==> src/rtl/serial_bus_arbiter_if.sv <==
// Serial system bus bundle: per-master request/serial lines plus the shared slave side.
// master: the arbiter's view (it masters the shared bus); slave: the surrounding masters/slaves.
interface serial_bus_arbiter_if #(
    parameter int unsigned NUM_MASTERS = 2
);
    logic [NUM_MASTERS-1:0] m_bus_req;
    logic [NUM_MASTERS-1:0] m_bus_grant;
    logic [NUM_MASTERS-1:0] m_addr;
    logic [NUM_MASTERS-1:0] m_wr_data;
    logic [NUM_MASTERS-1:0] m_wr_en;
    logic [NUM_MASTERS-1:0] m_valid;
    logic [NUM_MASTERS-1:0] m_slave_ready;
    logic                   m_rd_data;
    logic                   s_addr;
    logic                   s_wr_data;
    logic                   s_wr_en;
    logic                   s_valid;
    logic                   s_ready;
    logic                   s_rd_data;

    modport master (
        input  m_bus_req, m_addr, m_wr_data, m_wr_en, m_valid, s_ready, s_rd_data,
        output m_bus_grant, m_slave_ready, m_rd_data, s_addr, s_wr_data, s_wr_en, s_valid
    );

    modport slave (
        output m_bus_req, m_addr, m_wr_data, m_wr_en, m_valid, s_ready, s_rd_data,
        input  m_bus_grant, m_slave_ready, m_rd_data, s_addr, s_wr_data, s_wr_en, s_valid
    );
endinterface

==> src/rtl/serial_bus_arbiter.sv <==
// Round-robin arbiter for the single-bit serial system bus; grant held for one 24-beat transaction.
// Define ARB_TIMEOUT_EN to abort transactions whose slave stalls for TIMEOUT cycles.
module serial_bus_arbiter #(
    parameter int unsigned NUM_MASTERS = 2,
    parameter int unsigned ADDR_BITS   = 16,
    parameter int unsigned DATA_BITS   = 8,
    parameter int unsigned FREE_BEATS  = 4,
    parameter int unsigned TIMEOUT     = 64,
    localparam int unsigned IDX_W      = (NUM_MASTERS > 1) ? $clog2(NUM_MASTERS) : 1
) (
    input  logic                 clk,
    input  logic                 rst,
    serial_bus_arbiter_if.master bus,
    output logic                 busy,
    output logic [IDX_W-1:0]     grant_idx,
    output logic                 timeout_err
);
    localparam int unsigned TOTAL_BEATS = ADDR_BITS + DATA_BITS;
    localparam int unsigned BEAT_W      = $clog2(TOTAL_BEATS + 1);

    if (NUM_MASTERS < 2 || NUM_MASTERS > 8 || FREE_BEATS >= TOTAL_BEATS || TIMEOUT < 1) begin : g_bad_cfg
        $error("serial_bus_arbiter: unsupported parameter set");
    end

    typedef enum logic [1:0] {IDLE, ACK, XFER, GAP} state_t;

    state_t                 state, state_d;
    logic [NUM_MASTERS-1:0] grant, grant_d;
    logic [IDX_W-1:0]       idx_d;
    logic [IDX_W-1:0]       cand;
    logic                   found;
    logic [BEAT_W-1:0]      beat_cnt, beat_d;
    logic                   beat_ok;

`ifdef ARB_TIMEOUT_EN
    localparam int unsigned STALL_W = $clog2(TIMEOUT + 1);
    logic [STALL_W-1:0] stall_cnt, stall_d;
    logic               err_d;
`endif

    always_comb begin
        state_d = state;
        grant_d = grant;
        idx_d   = grant_idx;
        beat_d  = beat_cnt;
        cand    = '0;
        found   = 1'b0;
        beat_ok = (beat_cnt < BEAT_W'(FREE_BEATS)) || bus.s_ready;
`ifdef ARB_TIMEOUT_EN
        stall_d = stall_cnt;
        err_d   = 1'b0;
`endif
        case (state)
            IDLE: begin
                if (|bus.m_bus_req) begin
                    // Search starts one past the last winner so every requester gets a turn.
                    for (int unsigned k = 1; k <= NUM_MASTERS; k++) begin
                        cand = IDX_W'((32'(grant_idx) + k) % NUM_MASTERS);
                        if (!found && bus.m_bus_req[cand]) begin
                            found   = 1'b1;
                            idx_d   = cand;
                            grant_d = NUM_MASTERS'(1) << cand;
                        end
                    end
                    state_d = ACK;
                end
            end
            ACK: begin
                beat_d  = '0;
                state_d = XFER;
`ifdef ARB_TIMEOUT_EN
                stall_d = '0;
`endif
            end
            XFER: begin
                if (beat_ok) begin
                    beat_d = beat_cnt + BEAT_W'(1);
                    if (beat_cnt == BEAT_W'(TOTAL_BEATS - 1)) begin
                        state_d = GAP;
                    end
                end
`ifdef ARB_TIMEOUT_EN
                if (bus.s_ready) begin
                    stall_d = '0;
                end else if (!beat_ok) begin
                    if (stall_cnt == STALL_W'(TIMEOUT - 1)) begin
                        err_d   = 1'b1;
                        grant_d = '0;
                        stall_d = '0;
                        state_d = GAP;
                    end else begin
                        stall_d = stall_cnt + STALL_W'(1);
                    end
                end
`endif
            end
            GAP: begin
                grant_d = '0;
                state_d = IDLE;
            end
            default: state_d = IDLE;
        endcase
    end

    always_ff @(posedge clk) begin
        if (rst) begin
            state     <= IDLE;
            grant     <= '0;
            grant_idx <= IDX_W'(NUM_MASTERS - 1);
            beat_cnt  <= '0;
        end else begin
            state     <= state_d;
            grant     <= grant_d;
            grant_idx <= idx_d;
            beat_cnt  <= beat_d;
        end
    end

`ifdef ARB_TIMEOUT_EN
    always_ff @(posedge clk) begin
        if (rst) begin
            stall_cnt   <= '0;
            timeout_err <= 1'b0;
        end else begin
            stall_cnt   <= stall_d;
            timeout_err <= err_d;
        end
    end
`else
    assign timeout_err = 1'b0;
`endif

    // Grant is one-hot or zero, so AND-OR gives the mux and forces zeros when idle.
    assign bus.m_bus_grant   = grant;
    assign bus.s_addr        = |(bus.m_addr & grant);
    assign bus.s_wr_data     = |(bus.m_wr_data & grant);
    assign bus.s_wr_en       = |(bus.m_wr_en & grant);
    assign bus.s_valid       = |(bus.m_valid & grant);
    assign bus.m_slave_ready = grant & {NUM_MASTERS{bus.s_ready}};
    assign bus.m_rd_data     = bus.s_rd_data;
    assign busy              = (state == ACK) || (state == XFER);
endmodule

==> src/flat_wrapper.sv <==
// flat-port wrapper written by rule: the top's interface ports become plain ports
module serial_bus_arbiter_flat 
#(
    parameter int unsigned NUM_MASTERS = 2,
    parameter int unsigned ADDR_BITS   = 16,
    parameter int unsigned DATA_BITS   = 8,
    parameter int unsigned FREE_BEATS  = 4,
    parameter int unsigned TIMEOUT     = 64,
    localparam int unsigned IDX_W      = (NUM_MASTERS > 1) ? $clog2(NUM_MASTERS) : 1
)
  (clk, rst, busy, grant_idx, timeout_err, bus_m_bus_req, bus_m_addr, bus_m_wr_data, bus_m_wr_en, bus_m_valid, bus_s_ready, bus_s_rd_data, bus_m_bus_grant, bus_m_slave_ready, bus_m_rd_data, bus_s_addr, bus_s_wr_data, bus_s_wr_en, bus_s_valid);
  serial_bus_arbiter_if #(.NUM_MASTERS(NUM_MASTERS)) bus_i ();
  input  logic clk;
  input  logic rst;
  output logic busy;
  output logic [IDX_W-1:0] grant_idx;
  output logic timeout_err;
  input wire logic [$bits(bus_i.m_bus_req)-1:0] bus_m_bus_req;
  input wire logic [$bits(bus_i.m_addr)-1:0] bus_m_addr;
  input wire logic [$bits(bus_i.m_wr_data)-1:0] bus_m_wr_data;
  input wire logic [$bits(bus_i.m_wr_en)-1:0] bus_m_wr_en;
  input wire logic [$bits(bus_i.m_valid)-1:0] bus_m_valid;
  input wire logic [$bits(bus_i.s_ready)-1:0] bus_s_ready;
  input wire logic [$bits(bus_i.s_rd_data)-1:0] bus_s_rd_data;
  output wire logic [$bits(bus_i.m_bus_grant)-1:0] bus_m_bus_grant;
  output wire logic [$bits(bus_i.m_slave_ready)-1:0] bus_m_slave_ready;
  output wire logic [$bits(bus_i.m_rd_data)-1:0] bus_m_rd_data;
  output wire logic [$bits(bus_i.s_addr)-1:0] bus_s_addr;
  output wire logic [$bits(bus_i.s_wr_data)-1:0] bus_s_wr_data;
  output wire logic [$bits(bus_i.s_wr_en)-1:0] bus_s_wr_en;
  output wire logic [$bits(bus_i.s_valid)-1:0] bus_s_valid;
  assign bus_i.m_bus_req = bus_m_bus_req;
  assign bus_i.m_addr = bus_m_addr;
  assign bus_i.m_wr_data = bus_m_wr_data;
  assign bus_i.m_wr_en = bus_m_wr_en;
  assign bus_i.m_valid = bus_m_valid;
  assign bus_i.s_ready = bus_s_ready;
  assign bus_i.s_rd_data = bus_s_rd_data;
  assign bus_m_bus_grant = bus_i.m_bus_grant;
  assign bus_m_slave_ready = bus_i.m_slave_ready;
  assign bus_m_rd_data = bus_i.m_rd_data;
  assign bus_s_addr = bus_i.s_addr;
  assign bus_s_wr_data = bus_i.s_wr_data;
  assign bus_s_wr_en = bus_i.s_wr_en;
  assign bus_s_valid = bus_i.s_valid;
  serial_bus_arbiter #(.NUM_MASTERS(NUM_MASTERS), .ADDR_BITS(ADDR_BITS), .DATA_BITS(DATA_BITS), .FREE_BEATS(FREE_BEATS), .TIMEOUT(TIMEOUT)) u_core (.clk(clk), .rst(rst), .bus(bus_i), .busy(busy), .grant_idx(grant_idx), .timeout_err(timeout_err));
endmodule
==> config.mk <==
export PLATFORM = sky130hd
export DESIGN_NAME = serial_bus_arbiter_flat
export DESIGN_NICKNAME = d
export VERILOG_FILES = /design/src/rtl/serial_bus_arbiter_if.sv /design/src/rtl/serial_bus_arbiter.sv /design/src/flat_wrapper.sv
export SDC_FILE = /design/constraint.sdc
export NUM_CORES = 1
export LEC_CHECK = 0
export CAP_MARGIN = 20
export CORE_AREA = 2 2 39 41
export DETAILED_ROUTE_END_ITERATION = 8
export DIE_AREA = 0 0 41 43
export DONT_BUFFER_PORTS = 1
export GPL_ROUTABILITY_DRIVEN = 0
export SLEW_MARGIN = 10
export SYNTH_ARGS = -nofsm -noshare
export SYNTH_HDL_FRONTEND = slang
export SYNTH_SLANG_ARGS = --single-unit
==> constraint.sdc <==
create_clock -name clk -period 2.3 [get_ports clk]
set_input_delay 0.345 -clock clk [delete_from_list [all_inputs] [get_ports clk]]
set_output_delay 0.345 -clock clk [all_outputs]
set_load 0.02 [all_outputs]
After elaboration in Yosys (flattened, before gate mapping)
Cells that the tools add are included.

cells by class
  multiplexer cells = 19
  $add $sub $neg = 3
  shifts and indexed selects = 2
  reductions and logical operators = 17
  equal/unequal tests = 8
  order comparisons = 3
  bitwise gates (word level) = 5

operators by type and width
  operator             number
  $mux 2               6
  $and 2x2->2          5
  $pmux 5 s2           1
  $reduce_or 2->1      5
  $mux 1               9
  $reduce_and 3->1     3
  $pmux 2 s4           1
  $ne 2x1->1 const B   3
  $reduce_bool 2->1    3
  $add 5x1->5 const B  1
  $eq 5x5->1 const B   1
  $lt 5x3->1 const B   1
  $mux 5               1
  $eq 2x2->1 const B   2
  $lt 1x2->1 const B   2
  $pmux 2 s2           1
  $shl 1x1->2 const A  2
  $ne 3x1->1 const B   1
  $add 1x1->1 const B  2
  $eq 2x1->1 const B   1
  $logic_not 2->1      1
  $logic_or 1x1->1     2
  $reduce_and 2->1     1
  $logic_and 1x1->1    1
  $logic_not 1->1      1

storage, ports and cells
  register bits = 10
  output and inout port bits = 12

Longest topological paths before layout
  word-level depth = 11
  gate-level depth with buffers = 5
  mapped depth without buffers = 5

Least setup slack after synthesis
OpenSTA, ideal clock, no wires.

  path kind = register -> register
  start point = register u_core.state[1]
  end point = register u_core.beat_cnt[3]
  slack = 639 ps
  required time = 2,230 ps
  arrival time = 1,591 ps
  clock period less this slack = 1,661 ps
  stages on the path, launching flop included = 6
  library setup time = 70 ps
  cell sequence = dfxtp_1 inv_1 ha_1 nand2_1 or4_1 a21oi_1

between the ends
  longest elaborated chain between the ends = 3
  elaborated cells between the ends (all ways) = 6

ends and longest elaborated chain
  element                                                                  RTL line                   source
  start: declaration                                                       serial_bus_arbiter.sv:27   state_t state, state_d;
  start signal: assignment                                                 serial_bus_arbiter.sv:112  state <= state_d;
  $eq 2x2->1 / $eq 2x1->1 (equally long branches)                          serial_bus_arbiter.sv:53   case (state)
  $ne 2x1->1 (no source line) / $reduce_bool 2->1 (equally long branches)  --
  $reduce_and 2->1 (no source line)                                        --
  end signal: assignment                                                   serial_bus_arbiter.sv:115  beat_cnt <= beat_d;
  end: declaration                                                         serial_bus_arbiter.sv:32   logic [BEAT_W-1:0] beat_cnt, beat_d;

Several ways; a longest one is shown, not always the timed one.
A chain may end at the register's enable or synchronous reset.

Worst setup path after layout
Ends and elaborated chain as after synthesis.

==> results.cfg <==
[grt]
grt_pass1_vias = 484
grtUsageMet1_pct = 25.2
grt_use_total_pct = 18.4
grt_pass1_wl_mm = 2.17
top_usage_layer = met2
grt-ovfl-total = 0
grt_max_degree = 11
antenna_found_initial = 0
met2_usage_pct = 25.3
met3_usage_pct = 4.71

[synthesis]
synth.area.top_cells = dfxtp_1, ha_1, a22o_1
synth_most_common_cell = dfxtp_1
ys_ff_latch = 10
synthesis.area_um2 = 649
yosysSeqAreaShare_pct = 30.8
synth_area_leader_cell = dfxtp_1
yosys.area.top_type_share_pct = 30.8
synth_edf_count = 0
synthFlopType = dfxtp_1
synth_nets = 94
synthTopCellsByCount = dfxtp_1, nand2_1, a21oi_1, ha_1, inv_1
syn_inst = 75
syn_avg_cell_area_um2 = 8.66
synthArstFlopShare_pct = 0
ys_types = 32
ys_warn_count = 0

[die]
num_io_pins = 26
initial_core_util_pct = 46.9
num_rows = 14
fp.dieArea_um2 = 1760
coreArea_um2 = 1380
die_w_um = 41
die_h_um = 43

[timing]
skew_ns = 0.00212
finalSetupViolCount = 0
fin_tns_setup_ns = 0
drv_slew = 0
period_needed_ns = 1.84
rsz0062_at_grt = false
max_clock_freq_ghz = 0.545
period_share_pct = 79.8
finalHoldViolations = 0

[route]
first_pass_iters = 4
vias = 565
wl_per_cell_um = 14.3
routed_via_density = 6.08
drt_iter0_drc = 13
ant_nets = 0
drc = 0
routed_wl_mm = 1.33

[placement]
port_buffers = 0
dp.cells = 89

[setup_path]
r2r-end = u_core.beat_cnt[3]
cp.required_ns = 2.51
slowest_stage = ha_1
crit_chain = inv_1 > ha_1 > nand2_1 > or4_1 > a21oi_1
cp-end-kind = register
r2r_cells = 5
r2r_start = u_core.state[1]
criticalPathCategory = reg -> reg
reg2reg_slack_ns = 0.46
arrival_ns = 2.05
slowest_delay_ns = 0.51
worstPathMaxFanout = 7
crit_path_start_kind = register

[final_layout]
n_antenna_cell = 0
drive_above_1_share_pct = 10.4
fin_nets = 97
utilization_pct = 49.9
final_cells = 93
fill_cells = 142
syn_to_final_growth_pct = 6.36

[min_path]
hold_path_end = u_core.bus.m_bus_grant[1]
min_path_cells = 1
hold_class = in -> reg
worstHoldStart = rst

[clock_tree]
ctsLongestPathBuffers = 2
post_cts_buffers = 0
cts.sinks = 10
cts_root_buf = clkbuf_4
postCtsHoldBufs = 0
clkTransAtPathRegs_ns = 0.08
numCtsBuffers = 3
tritoncts = built
htreeDepth = 1
clk_latency_ns = 0.28
cts_resized = 0

[run_status]
outcome = complete, no violations

[job]
maxCapViolCount = 0

[pwr]
power_density_nw_per_um2 = 1200
vdd_ir_drop_max_uv = 734
p_leak_nw = 0.290
==> routing by layer <==
metal	part of all wire, %	vias to the layer above	wire [µm]
li1	-	280	-
met1	47	270	628
met2	47	10	621
met3	3.9	5	52
met4	2.3	0	30
met5	0	-	0
==> placed cells by master (no fill, tap or decap), types with 2 or more instances in the layout <==
| cell | Yosys | layout |
|---|---|---|
| a21oi_1 | 6 | 6 |
| a22o_1 | 4 | 4 |
| and2_1 | 2 | 2 |
| clkbuf_4 | 0 | 3 |
| dfxtp_1 | 10 | 10 |
| ha_1 | 5 | 5 |
| inv_1 | 5 | 5 |
| mux2i_1 | 3 | 3 |
| nand2_1 | 8 | 8 |
| nor2_1 | 2 | 2 |
| o211ai_1 | 3 | 3 |
| o21ai_0 | 3 | 3 |
| o31ai_1 | 2 | 2 |
| or4_1 | 2 | 2 |
==> power by group <==
group | switching [W] | leakage [nW] | total (W) | internal, W
registers | 0.0000719 | 0.0818 | 0.000287 | 0.000215
logic | 0.000234 | 0.187 | 0.000375 | 0.000142
clock network | 0.0000725 | 0.0210 | 0.000169 | 0.0000963
==> logic make-up (layout without fill, tap and decap cells) <==
kind of cell | Yosys count | in the layout | share of synthesized area [%]
flip-flops | 10 | 10 | 30.8
AND/OR/NAND/NOR | 22 | 22 | 19.5
other | 1 | 1 | 0.577
AO/OA/AOI/OAI | 25 | 25 | 27.6
adder cells (fa/ha/maj) | 6 | 6 | 11.2
buffers and inverters | 8 | 10 | 5.78
multiplexers | 3 | 3 | 4.62
==> stage by stage <==
stage	hold WS [ns]	instance area (µm²)	total power [W]	setup WS, ns
floorplan	0.446	649	0.000603	0.639
finish	0.161	691	0.000831	0.464
global placement	0.457	654	0.000657	0.526
detailed placement	0.451	654	0.000664	0.487
CTS	0.166	691	0.000829	0.470
global route	0.166	691	0.000893	0.336
==> final cells by class <==
| cell class | count | area [µm²] | share of cell area (%) |
|---|---|---|---|
| Multi-Input combinational cell | 57 | 412 | 59.6 |
| Tap cell | 16 | 20.0 | 2.90 |
| Sequential cell | 10 | 200 | 29.0 |
| Inverter | 6 | 22.5 | 3.26 |
| Clock buffer | 4 | 36.3 | 5.25 |
==> state kept, by name, indices dropped and copies added (netlist names) <==
register and cells:
u_core.state 2, u_core.bus.m_bus_grant 2, u_core.beat_cnt 5, u_core.grant_idx 1
==> critical path: cells and delay by family (launching register included) <==
kind                       cells  cell delay [ns]
AOI/OAI and AO/OA              1             0.14
adders and majority gates      1             0.51
buffers and inverters          1             0.08
DFF                            1             0.39
and+or+nand+nor                2             0.64
==> how the worst max path moves through the flow <==
stage,to,cells after the start,from
2_1_floorplan,u_core.beat_cnt[3],5,u_core.state[1]
4_1_cts,u_core.beat_cnt[4],5,u_core.state[1]
3_5_place_dp,u_core.beat_cnt[4],5,u_core.state[1]
5_1_grt,u_core.beat_cnt[4],5,u_core.state[1]
3_3_place_gp,u_core.beat_cnt[3],5,u_core.state[1]
6_report,u_core.beat_cnt[3],5,u_core.state[1]
Power figures use the tool's default switching activity.
